**config.mk**
```make
export PLATFORM = sky130hd
export DESIGN_NAME = ternary_frame_sequencer
export DESIGN_NICKNAME = d
export VERILOG_FILES = /design/src/rtl/tfab_pkg.sv /design/src/rtl/tfab_pt5_unpack.sv /design/src/rtl/ternary_frame_sequencer.sv
export SDC_FILE = /design/constraint.sdc
export NUM_CORES = 1
export LEC_CHECK = 0
export BUFFER_PORTS_ARGS = -buffer_cell sky130_fd_sc_hd__buf_2
export CAP_MARGIN = 10
export CORE_ASPECT_RATIO = 1.25
export CORE_MARGIN = 5
export CORE_UTILIZATION = 45
export CTS_CLUSTER_DIAMETER = 150
export DETAILED_ROUTE_END_ITERATION = 10
export GPL_TIMING_DRIVEN = 1
export PLACE_DENSITY_LB_ADDON = 0.3
export SETUP_SLACK_MARGIN = 0.15
export SYNTH_ARGS = -nofsm -noshare
export SYNTH_HDL_FRONTEND = slang
export SYNTH_HIERARCHICAL = 1
export SYNTH_SLANG_ARGS = --single-unit
```
**constraint.sdc**
```tcl
create_clock -name clk -period 40.9 [get_ports clk]
set_input_delay 8.18 -clock clk [delete_from_list [all_inputs] [get_ports clk]]
set_output_delay 8.18 -clock clk [all_outputs]
set_load 0.005 [all_outputs]
```
**src/rtl/tfab_pkg.sv**
```systemverilog
`default_nettype none
// ============================================================================
//  Module   : tfab_pkg
//  Purpose  : Shared types and constants for the ternary frame sequencer.
//             Holds the trit encoding, the accepted opcodes, the exec-hint bit
//             positions, the sequencer state encoding and the PT-5 byte decoder.
//  Revision : 1.0 - initial release
// ============================================================================
package tfab_pkg;

  // Two-bit trit encoding on the lane bus; 2'b11 is never produced
  typedef enum logic [1:0] {
    T_ZERO = 2'b00,
    T_POS  = 2'b01,
    T_NEG  = 2'b10
  } trit_t;

  localparam logic [7:0] OP_DOT   = 8'h01;
  localparam logic [7:0] OP_TGEMM = 8'h06;

  localparam int HINT_ZSKIP = 17;
  localparam int HINT_FNEG  = 18;
  localparam int HINT_BCAST = 19;

  // Largest legal PT-5 byte: 3^5 - 1
  localparam logic [7:0] PT5_MAX = 8'd242;

  typedef enum logic [2:0] {
    S_IDLE  = 3'd0,
    S_START = 3'd1,
    S_FETCH = 3'd2,
    S_WAIT  = 3'd3,
    S_ISSUE = 3'd4,
    S_DONE  = 3'd5
  } seq_state_t;

  // Returns {valid, trit4, trit3, trit2, trit1, trit0}; trit j = (v / 3^j) % 3.
  // Out-of-range bytes decode to all-zero trits with valid cleared.
  function automatic logic [10:0] pt5_decode(input logic [7:0] v);
    logic [7:0] rem;
    logic [9:0] trits;
    trit_t      t;
    trits = '0;
    rem   = v;
    for (int j = 0; j < 5; j++) begin
      case (rem % 8'd3)
        8'd0:    t = T_ZERO;
        8'd1:    t = T_POS;
        default: t = T_NEG;
      endcase
      trits[2*j +: 2] = t;
      rem = rem / 8'd3;
    end
    if (v > PT5_MAX) begin
      return 11'd0;
    end
    return {1'b1, trits};
  endfunction

endpackage
`default_nettype wire

```
**src/rtl/tfab_pt5_unpack.sv**
```systemverilog
`default_nettype none
// ============================================================================
//  Module   : tfab_pt5_unpack
//  Purpose  : Splits one SRAM word into per-lane trits. Byte b of the word
//             feeds lanes 5b..5b+4; any out-of-range byte raises invalid.
//  Revision : 1.0 - initial release
// ============================================================================
module tfab_pt5_unpack
  import tfab_pkg::*;
#(
  parameter int LANES = 15
) (
  input  logic [31:0]        word,
  output logic [2*LANES-1:0] trits,
  output logic               invalid
);

  localparam int NBYTES = (LANES + 4) / 5;

  logic [NBYTES-1:0] byte_bad;

  for (genvar b = 0; b < NBYTES; b++) begin : g_byte
    logic [10:0] dec;
    assign dec         = pt5_decode(word[8*b +: 8]);
    assign byte_bad[b] = ~dec[10];
    for (genvar j = 0; j < 5; j++) begin : g_trit
      if (5*b + j < LANES) begin : g_lane
        assign trits[2*(5*b+j) +: 2] = dec[2*j +: 2];
      end
    end
  end

  // Bytes above the lane range carry no data
  if (NBYTES < 4) begin : g_spare
    logic unused_bytes;
    assign unused_bytes = ^word[31:8*NBYTES];
  end

  assign invalid = |byte_bad;

endmodule
`default_nettype wire

```
**src/rtl/ternary_frame_sequencer.sv**
```systemverilog
`default_nettype none
// ============================================================================
//  Module   : ternary_frame_sequencer
//  Purpose  : Runs one DOT/TGEMM frame: latches the frame registers on start,
//             reads weight/input SRAM at base+k*stride, unpacks PT-5 bytes to
//             per-lane trits and issues them to the engine under backpressure.
//  Options  : TFAB_SEQ_PERF_EN - enables the perf_cycles/perf_skips counters;
//             when undefined both outputs are tied to zero.
//  Revision : 1.0 - initial release
// ============================================================================
module ternary_frame_sequencer
  import tfab_pkg::*;
#(
  parameter int ADDR_W   = 32,
  parameter int LANES    = 15,
  parameter int DEPTH_W  = 16,
  parameter int SRAM_LAT = 1
) (
  input  logic                clk,
  input  logic                reset_n,
  input  logic                cfg_start,
  input  logic [ADDR_W-1:0]   cfg_base,
  input  logic [DEPTH_W-1:0]  cfg_depth,
  input  logic [ADDR_W-1:0]   cfg_stride,
  input  logic [4:0]          cfg_lane_count,
  input  logic [31:0]         cfg_hints,
  output logic                w_rd_en,
  output logic [ADDR_W-1:0]   w_rd_addr,
  input  logic [31:0]         w_rd_data,
  output logic                i_rd_en,
  output logic [ADDR_W-1:0]   i_rd_addr,
  input  logic [31:0]         i_rd_data,
  output logic [2*LANES-1:0]  lane_w,
  output logic [2*LANES-1:0]  lane_i,
  output logic [LANES-1:0]    lane_mask,
  output logic                lane_valid,
  output logic                lane_neg_en,
  output logic                acc_clear,
  input  logic                eng_ready,
  output logic                busy,
  output logic                done,
  output logic                err,
  output logic [31:0]         perf_cycles,
  output logic [31:0]         perf_skips
);

  localparam int                WCNT_W    = (SRAM_LAT > 1) ? $clog2(SRAM_LAT) : 1;
  localparam logic [WCNT_W-1:0] WAIT_LAST = WCNT_W'(SRAM_LAT - 1);

  seq_state_t         state, state_n;
  logic [ADDR_W-1:0]  addr, stride;
  logic [DEPTH_W-1:0] depth, step;
  logic               skip_en, bcast_en, op_ok;
  logic [31:0]        w_word, i_word;
  logic [WCNT_W-1:0]  wait_cnt;
  logic [LANES-1:0]   mask_in;
  logic [2*LANES-1:0] w_raw, i_raw;
  logic               w_bad, i_bad;
  logic               rd_en, step_adv, last_step, skip_now, start_ok;
  logic               unused_hints;

  assign unused_hints = ^{cfg_hints[31:20], cfg_hints[16:8]};

  assign start_ok  = (state == S_IDLE) && cfg_start;
  assign last_step = ((step + DEPTH_W'(1)) == depth);
  assign busy      = (state != S_IDLE);

  assign w_rd_en   = rd_en;
  assign i_rd_en   = rd_en;
  assign w_rd_addr = addr;
  assign i_rd_addr = addr;

  // Lane n is active when n < lane_count; counts above LANES enable every lane
  for (genvar n = 0; n < LANES; n++) begin : g_mask
    assign mask_in[n] = (32'(n) < {27'd0, cfg_lane_count});
  end

  tfab_pt5_unpack #(.LANES(LANES)) u_w_unpack (
    .word    (w_word),
    .trits   (w_raw),
    .invalid (w_bad)
  );

  tfab_pt5_unpack #(.LANES(LANES)) u_i_unpack (
    .word    (i_word),
    .trits   (i_raw),
    .invalid (i_bad)
  );

  // Broadcast replicates lane 0's weight; masked lanes are forced to zero
  for (genvar n = 0; n < LANES; n++) begin : g_lane_out
    assign lane_w[2*n +: 2] = lane_mask[n] ? (bcast_en ? w_raw[1:0] : w_raw[2*n +: 2]) : 2'b00;
    assign lane_i[2*n +: 2] = lane_mask[n] ? i_raw[2*n +: 2] : 2'b00;
  end

  assign skip_now = skip_en && (lane_w == '0);

  // State register
  always_ff @(posedge clk or negedge reset_n) begin
    if (!reset_n) state <= S_IDLE;
    else          state <= state_n;
  end

  // Next-state and per-state strobes
  always_comb begin
    state_n    = state;
    rd_en      = 1'b0;
    lane_valid = 1'b0;
    acc_clear  = 1'b0;
    done       = 1'b0;
    step_adv   = 1'b0;
    case (state)
      S_IDLE: begin
        if (cfg_start) state_n = S_START;
      end
      S_START: begin
        acc_clear = 1'b1;
        state_n   = (!op_ok || depth == '0) ? S_DONE : S_FETCH;
      end
      S_FETCH: begin
        rd_en   = 1'b1;
        state_n = S_WAIT;
      end
      S_WAIT: begin
        if (wait_cnt == WAIT_LAST) state_n = S_ISSUE;
      end
      S_ISSUE: begin
        if (skip_now) begin
          step_adv = 1'b1;
          state_n  = last_step ? S_DONE : S_FETCH;
        end else begin
          lane_valid = 1'b1;
          if (eng_ready) begin
            step_adv = 1'b1;
            state_n  = last_step ? S_DONE : S_FETCH;
          end
        end
      end
      S_DONE: begin
        done    = 1'b1;
        state_n = S_IDLE;
      end
      default: state_n = S_IDLE;
    endcase
  end

  // Frame registers latch on an accepted start; address advances per completed step
  always_ff @(posedge clk or negedge reset_n) begin
    if (!reset_n) begin
      addr        <= '0;
      stride      <= '0;
      depth       <= '0;
      lane_mask   <= '0;
      skip_en     <= 1'b0;
      bcast_en    <= 1'b0;
      lane_neg_en <= 1'b0;
      op_ok       <= 1'b0;
    end else if (start_ok) begin
      addr        <= cfg_base;
      stride      <= cfg_stride;
      depth       <= cfg_depth;
      lane_mask   <= mask_in;
      skip_en     <= cfg_hints[HINT_ZSKIP];
      bcast_en    <= cfg_hints[HINT_BCAST];
      lane_neg_en <= cfg_hints[HINT_FNEG];
      op_ok       <= (cfg_hints[7:0] == OP_DOT) || (cfg_hints[7:0] == OP_TGEMM);
    end else if (step_adv) begin
      addr        <= addr + stride;
    end
  end

  // Step counter
  always_ff @(posedge clk or negedge reset_n) begin
    if (!reset_n)      step <= '0;
    else if (start_ok) step <= '0;
    else if (step_adv) step <= step + DEPTH_W'(1);
  end

  // Read-latency counter; SRAM data is captured on the last WAIT cycle
  always_ff @(posedge clk or negedge reset_n) begin
    if (!reset_n) begin
      wait_cnt <= '0;
      w_word   <= '0;
      i_word   <= '0;
    end else if (state == S_FETCH) begin
      wait_cnt <= '0;
    end else if (state == S_WAIT) begin
      if (wait_cnt == WAIT_LAST) begin
        w_word <= w_rd_data;
        i_word <= i_rd_data;
      end else begin
        wait_cnt <= wait_cnt + WCNT_W'(1);
      end
    end
  end

  // Sticky error: bad opcode at START, or an undecodable byte while issuing
  always_ff @(posedge clk or negedge reset_n) begin
    if (!reset_n)                             err <= 1'b0;
    else if (state == S_START)                err <= !op_ok;
    else if (state == S_ISSUE && (w_bad || i_bad)) err <= 1'b1;
  end

`ifdef TFAB_SEQ_PERF_EN
  logic skip_step;
  assign skip_step = (state == S_ISSUE) && skip_now;

  // Perf counters: START counts as the first busy cycle, frozen while idle
  always_ff @(posedge clk or negedge reset_n) begin
    if (!reset_n) begin
      perf_cycles <= '0;
      perf_skips  <= '0;
    end else if (state == S_START) begin
      perf_cycles <= 32'd1;
      perf_skips  <= '0;
    end else if (busy) begin
      perf_cycles <= perf_cycles + 32'd1;
      if (skip_step) perf_skips <= perf_skips + 32'd1;
    end
  end
`else
  assign perf_cycles = '0;
  assign perf_skips  = '0;
`endif

endmodule
`default_nettype wire

```
# Word level (Yosys, flattened, before mapping)
# Index checks and enable logic that the tools add are counted.
[totals]
in_bits = 185
output_inout_bits = 211
word_cells = 305
reg_bits = 168
[op_classes]
eq_ne = 41
order_cmp = 21
mux = 116
div = 54
add_sub_neg = 3
bitwise_logic = 8
n_reduce_logical = 48
[op_table]
columns = ["operator", "n"]
rows = [
  ["$eq 8x1->1 const B", 31],
  ["$logic_not 8->1", 30],
  ["$mod 8x2->8 const B", 30],
  ["$div 8x2->8 const B", 24],
  ["$mux 11", 12],
  ["$pmux 2 s2", 30],
  ["$mux 2", 44],
  ["$mux 32", 2],
  ["$gt 8x8->1 const B", 6],
  ["$lt 4x5->1 const A", 7],
  ["$add 32x32->32", 1],
  ["$mux 16", 2],
  ["$logic_not 30->1", 1],
  ["$lt 3x5->1 const A", 4],
  ["$mux 1", 19],
  ["$mux 3", 6],
  ["$add 16x1->16 const B", 1],
  ["$eq 16x16->1", 1],
  ["$logic_not 16->1", 1],
  ["$pmux 3 s5", 1],
  ["$lt 1x5->1 const A", 2],
  ["$lt 2x5->1 const A", 2],
  ["$eq 8x3->1 const B", 1],
  ["$not 1->1", 8],
  ["14 further kinds", 25],
]

# Depth between registers and ports, before layout
[logic_depth]
depth_word = 16
ltp_mapped = 72
depth_no_buf = 62

# Hierarchy
# Netlist, hierarchy kept.
[by_module_without_submodules]
columns = ["module", "instances", "seq_area_each_um2", "cells_each", "area_per_inst_um2"]
rows = [
  ["ternary_frame_sequencer", 1, 4579.4, 1228, 11031.8],
  ["tfab_pt5_unpack (u_i_unpack)", 1, 0.0, 1553, 10249.8],
  ["tfab_pt5_unpack (u_w_unpack)", 1, 0.0, 1506, 10163.5],
]

# Worst setup path before layout
# Ideal clock, no wire load.
[synth_timing]
path_kind = "register to output"
start = "reg w_word[22]"
end = "out lane_valid"
t_required_ns = 32.720
slack_ns = 19.544
path_stages_with_launch = 62
arrival_ns = 13.176
n_path_buf = 8
cell_sequence = "dfrtp_1 > clkbuf_1 > clkbuf_1 > clkbuf_1 > nand2_1 > inv_1 > ha_1 > clkbuf_1 > nor3b_1 > a211oi_1 > o2111ai_1 > buf_2 > o21ai_0 > ha_1 > clkbuf_1 > or2_2 > clkbuf_1 > nor3_1 > [26 not listed] > a2111oi_0 > o31ai_1 > o21ai_2 > xor2_1 > ha_1 > or3_1 > o21a_1 > mux2_2 > ha_1 > o21bai_1 > nor4b_1 > o211ai_1 > nor2b_1 > o31ai_1 > nand3_1 > o31ai_1 > nand4_1 > nor2b_1"
[synth_via]
elab_chain_cells = 14
word_cells_on_any_way = 41
classes_between = "div: 9; order compare: 1; eq/ne: 5; mux: 19; reduce/logical: 7"
[synth_lines]
columns = ["item", "line_no", "rtl"]
rows = [
  ["start: declaration", "ternary_frame_sequencer.sv:54", "logic [31:0] w_word, i_word;"],
  ["start signal: assignment", "ternary_frame_sequencer.sv:189", "w_word <= w_rd_data;"],
  ["$div 8x2->8 (4 in series)", "tfab_pkg.sv:52", "rem = rem / 8'd3;"],
  ["$mod 8x2->8", "tfab_pkg.sv:46", "case (rem % 8'd3)"],
  ["$eq 8x1->1 or $logic_not 8->1 (tied branches)", "tfab_pkg.sv:46", ""],
  ["$pmux 2 s2", "tfab_pkg.sv:46", ""],
  ["$mux 11 *", "tfab_pkg.sv:57", "return {1'b1, trits};"],
  ["named net w_raw[29]", "ternary_frame_sequencer.sv:57", "logic [2*LANES-1:0] w_raw, i_raw;"],
  ["$mux 2 * (2 in series)", "ternary_frame_sequencer.sv:92", "assign lane_w[2*n +: 2] = lane_mask[n] ? (bcast_en ? w_raw[1:0] : w_raw[2*n +: 2]) : 2'b00;"],
  ["$logic_not 30->1 *", "ternary_frame_sequencer.sv:96", "assign skip_now = skip_en && (lane_w == '0);"],
  ["$logic_and 1x1->1 *", "ternary_frame_sequencer.sv:96", ""],
  ["$mux 1 *", "ternary_frame_sequencer.sv:128", "if (skip_now) begin"],
  ["$mux 1 *", "ternary_frame_sequencer.sv:112", "case (state)"],
  ["end: declaration", "ternary_frame_sequencer.sv:36", "output logic lane_valid,"],
]
# The timed path passes the listed nets; every way through them passes the cells marked *.

# Final worst setup path
# Ends and elaborated chain as after synthesis.

==> results by group <==
Layout
  • Most frequent cells in the layout: nand2_1, nor2_1, buf_2, a21oi_1, o21ai_0
  • Nets@finish: about 4,700
  • Area Growth Syn to Fin: 5.80%
  • Layout cells sized above 1: between 10% and 20%
  • Commonest non-fill, non-tap cell in the layout: nand2_1
  • Final Core Density: a little under half
  • Cell area after layout: 32,700 um2

GRT
  • Tot GR Track Use: 24.6%
  • Congestion Overflow GR: 0
  • Initial antenna violation count: 9
  • Largest net degree at the start of global routing: 100
  • Vias in the first global route: ~30,000
  • First-pass GRT wire length: 153,000 um

Clocking
  • Clock sinks: between 150 and 200
  • Post-CTS Setup Inserts: 0
  • Hold_buf cts: 0
  • Worst skew pair latency: about 510 ps
  • Longest Clk Path Bufs: 2
  • TritonCTS clock tree: done
  • CTS H-Tree Depth: 4
  • Post-CTS Resized: 0
  • Num CTS Buffers: 17
  • CTS root buffer: clkbuf_16
  • CTS clock-pin slew for the worst setup and hold paths: ~90 ps

Setup path
  • CP Capture Type: primary output
  • Crit-path slowest cell: dfrtp_1
  • Crit path kind: reg -> out
  • Worst path arrival time: roughly 17,000 ps
  • R2r setup slk: 22,760 ps
  • Crit Path Max Fanout: 36
  • Setup crit start kind: flop
  • CP peak stage delay: between 1000 and 1500 ps
  • Top cell by count, worst path: ha_1
  • WP data required: between 30,000 and 40,000 ps

Floorplan
  • Die Width: around 240 um
  • I/O pin cnt: a little under 400
  • Num rows: roughly 110
  • Die footprint: approximately 74,000 um2
  • Core Region: just under 70,000 um2
  • Die H: ~300 um
  • Initial cell density of the core: a little under half

Timing
  • Final period utilization: approximately three fifths
  • Worst slew margin: a little over a quarter
  • Final Max Tran Viols: 0
  • Measured slew at the worst slew-check pin: roughly 1100 ps
  • RSZ-0062 raised after global routing: no
  • Final Hold Fails: 0
  • Post-route minimum period: 25,340 ps
  • Setup-failing EPs final: 0
  • Final setup TNS: 0 ps
  • Setup Skew: approximately 23 ps
  • F_max: just under 40 MHz

Synth
  • YS warnings: 6
  • Mapped cell area: 30,900 um2
  • Synthesized area per cell: between 7 and 8 um2
  • Syn Inst Count: approximately 4,300

Place
  • IO Port Bufs: ~300
  • Dpl hpwl: approximately 73,000 um
  • Placed cell areas: 32,000 um2
  • RePlAce Congestion: 0.932

Detailed routing
  • Post-DRT Antenna Nets: 0
  • Initial DRC count: 2,266
  • Drt pass-1 iters: 5
  • Via/cell ratio: slightly above 6
  • Final WL: 95,700 um
  • Routed wire per std cell: between 15 and 20 um
  • Vias: between 30,000 and 40,000
  • DRC: 0

Run
  • Max-Cap Viols: 0

Hold path
  • HP Class: reg -> reg

Status
  • Status: finished clean
==> sequential cells by signal, summed over array words and instances (netlist names), 3 cells and up <==
register,count
depth,16
lane_mask,15
step,16
state,3
i_word,24
i_rd_addr,32
w_word,24
stride,32
==> path summary, 6_finish.rpt <==
check,start,end,cells past startpoint
max,w_word[22],lane_valid,58
min,skip_en,skip_en,2
max reg2reg,w_word[22],i_rd_addr[31],61
min reg2reg,skip_en,skip_en,2
max in group asynchronous,reset_n,i_word[3],2
min in group asynchronous,reset_n,stride[27],1
==> routing by layer <==
layer / global-route usage (%) / vias up / routed length (um)
li1: - / 15900 / -
met1: 30.5 / 15400 / 40700
met2: 42.9 / 1046 / 45700
met3: 3.96 / 184 / 5640
met4: 9.57 / 6 / 3660
met5: 0 / - / 46
==> cell type report <==
type	count	area, um2
Fill cell	6922	35500
Multi-Input combinational cell	3607	24300
Sequential cell	167	4180
Timing Repair Buffer	316	1650
Tap cell	872	1090
Inverter	213	806
Clock buffer	17	425
Clock inverter	15	218
Antenna cell	2	5.00
==> per-stage QoR <==
step / setup WS (ps) / hold WS, ps / instances
after CTS: 15670 / 480 / 5207
after floorplan: 19540 / 439 / 4318
after global placement: 16640 / 457 / 5175
after detailed placement: 16410 / 460 / 5175
after global routing: 14120 / 512 / 5207
final: 15560 / 473 / 5209
==> worst max-delay path: cells and delay by family, from the launching register on <==
| family | cells | cell delay, ps |
|---|---|---|
| compound gates | 19 | 5060 |
| fa+ha+maj | 9 | 3000 |
| buf+inv | 4 | 690 |
| simple gates | 23 | 6170 |
| xor+xnor | 3 | 650 |
| flops | 1 | 1010 |
Power is not shown: default switching activity piles up to over one toggle a cycle in this logic, so the estimate is an artifact.
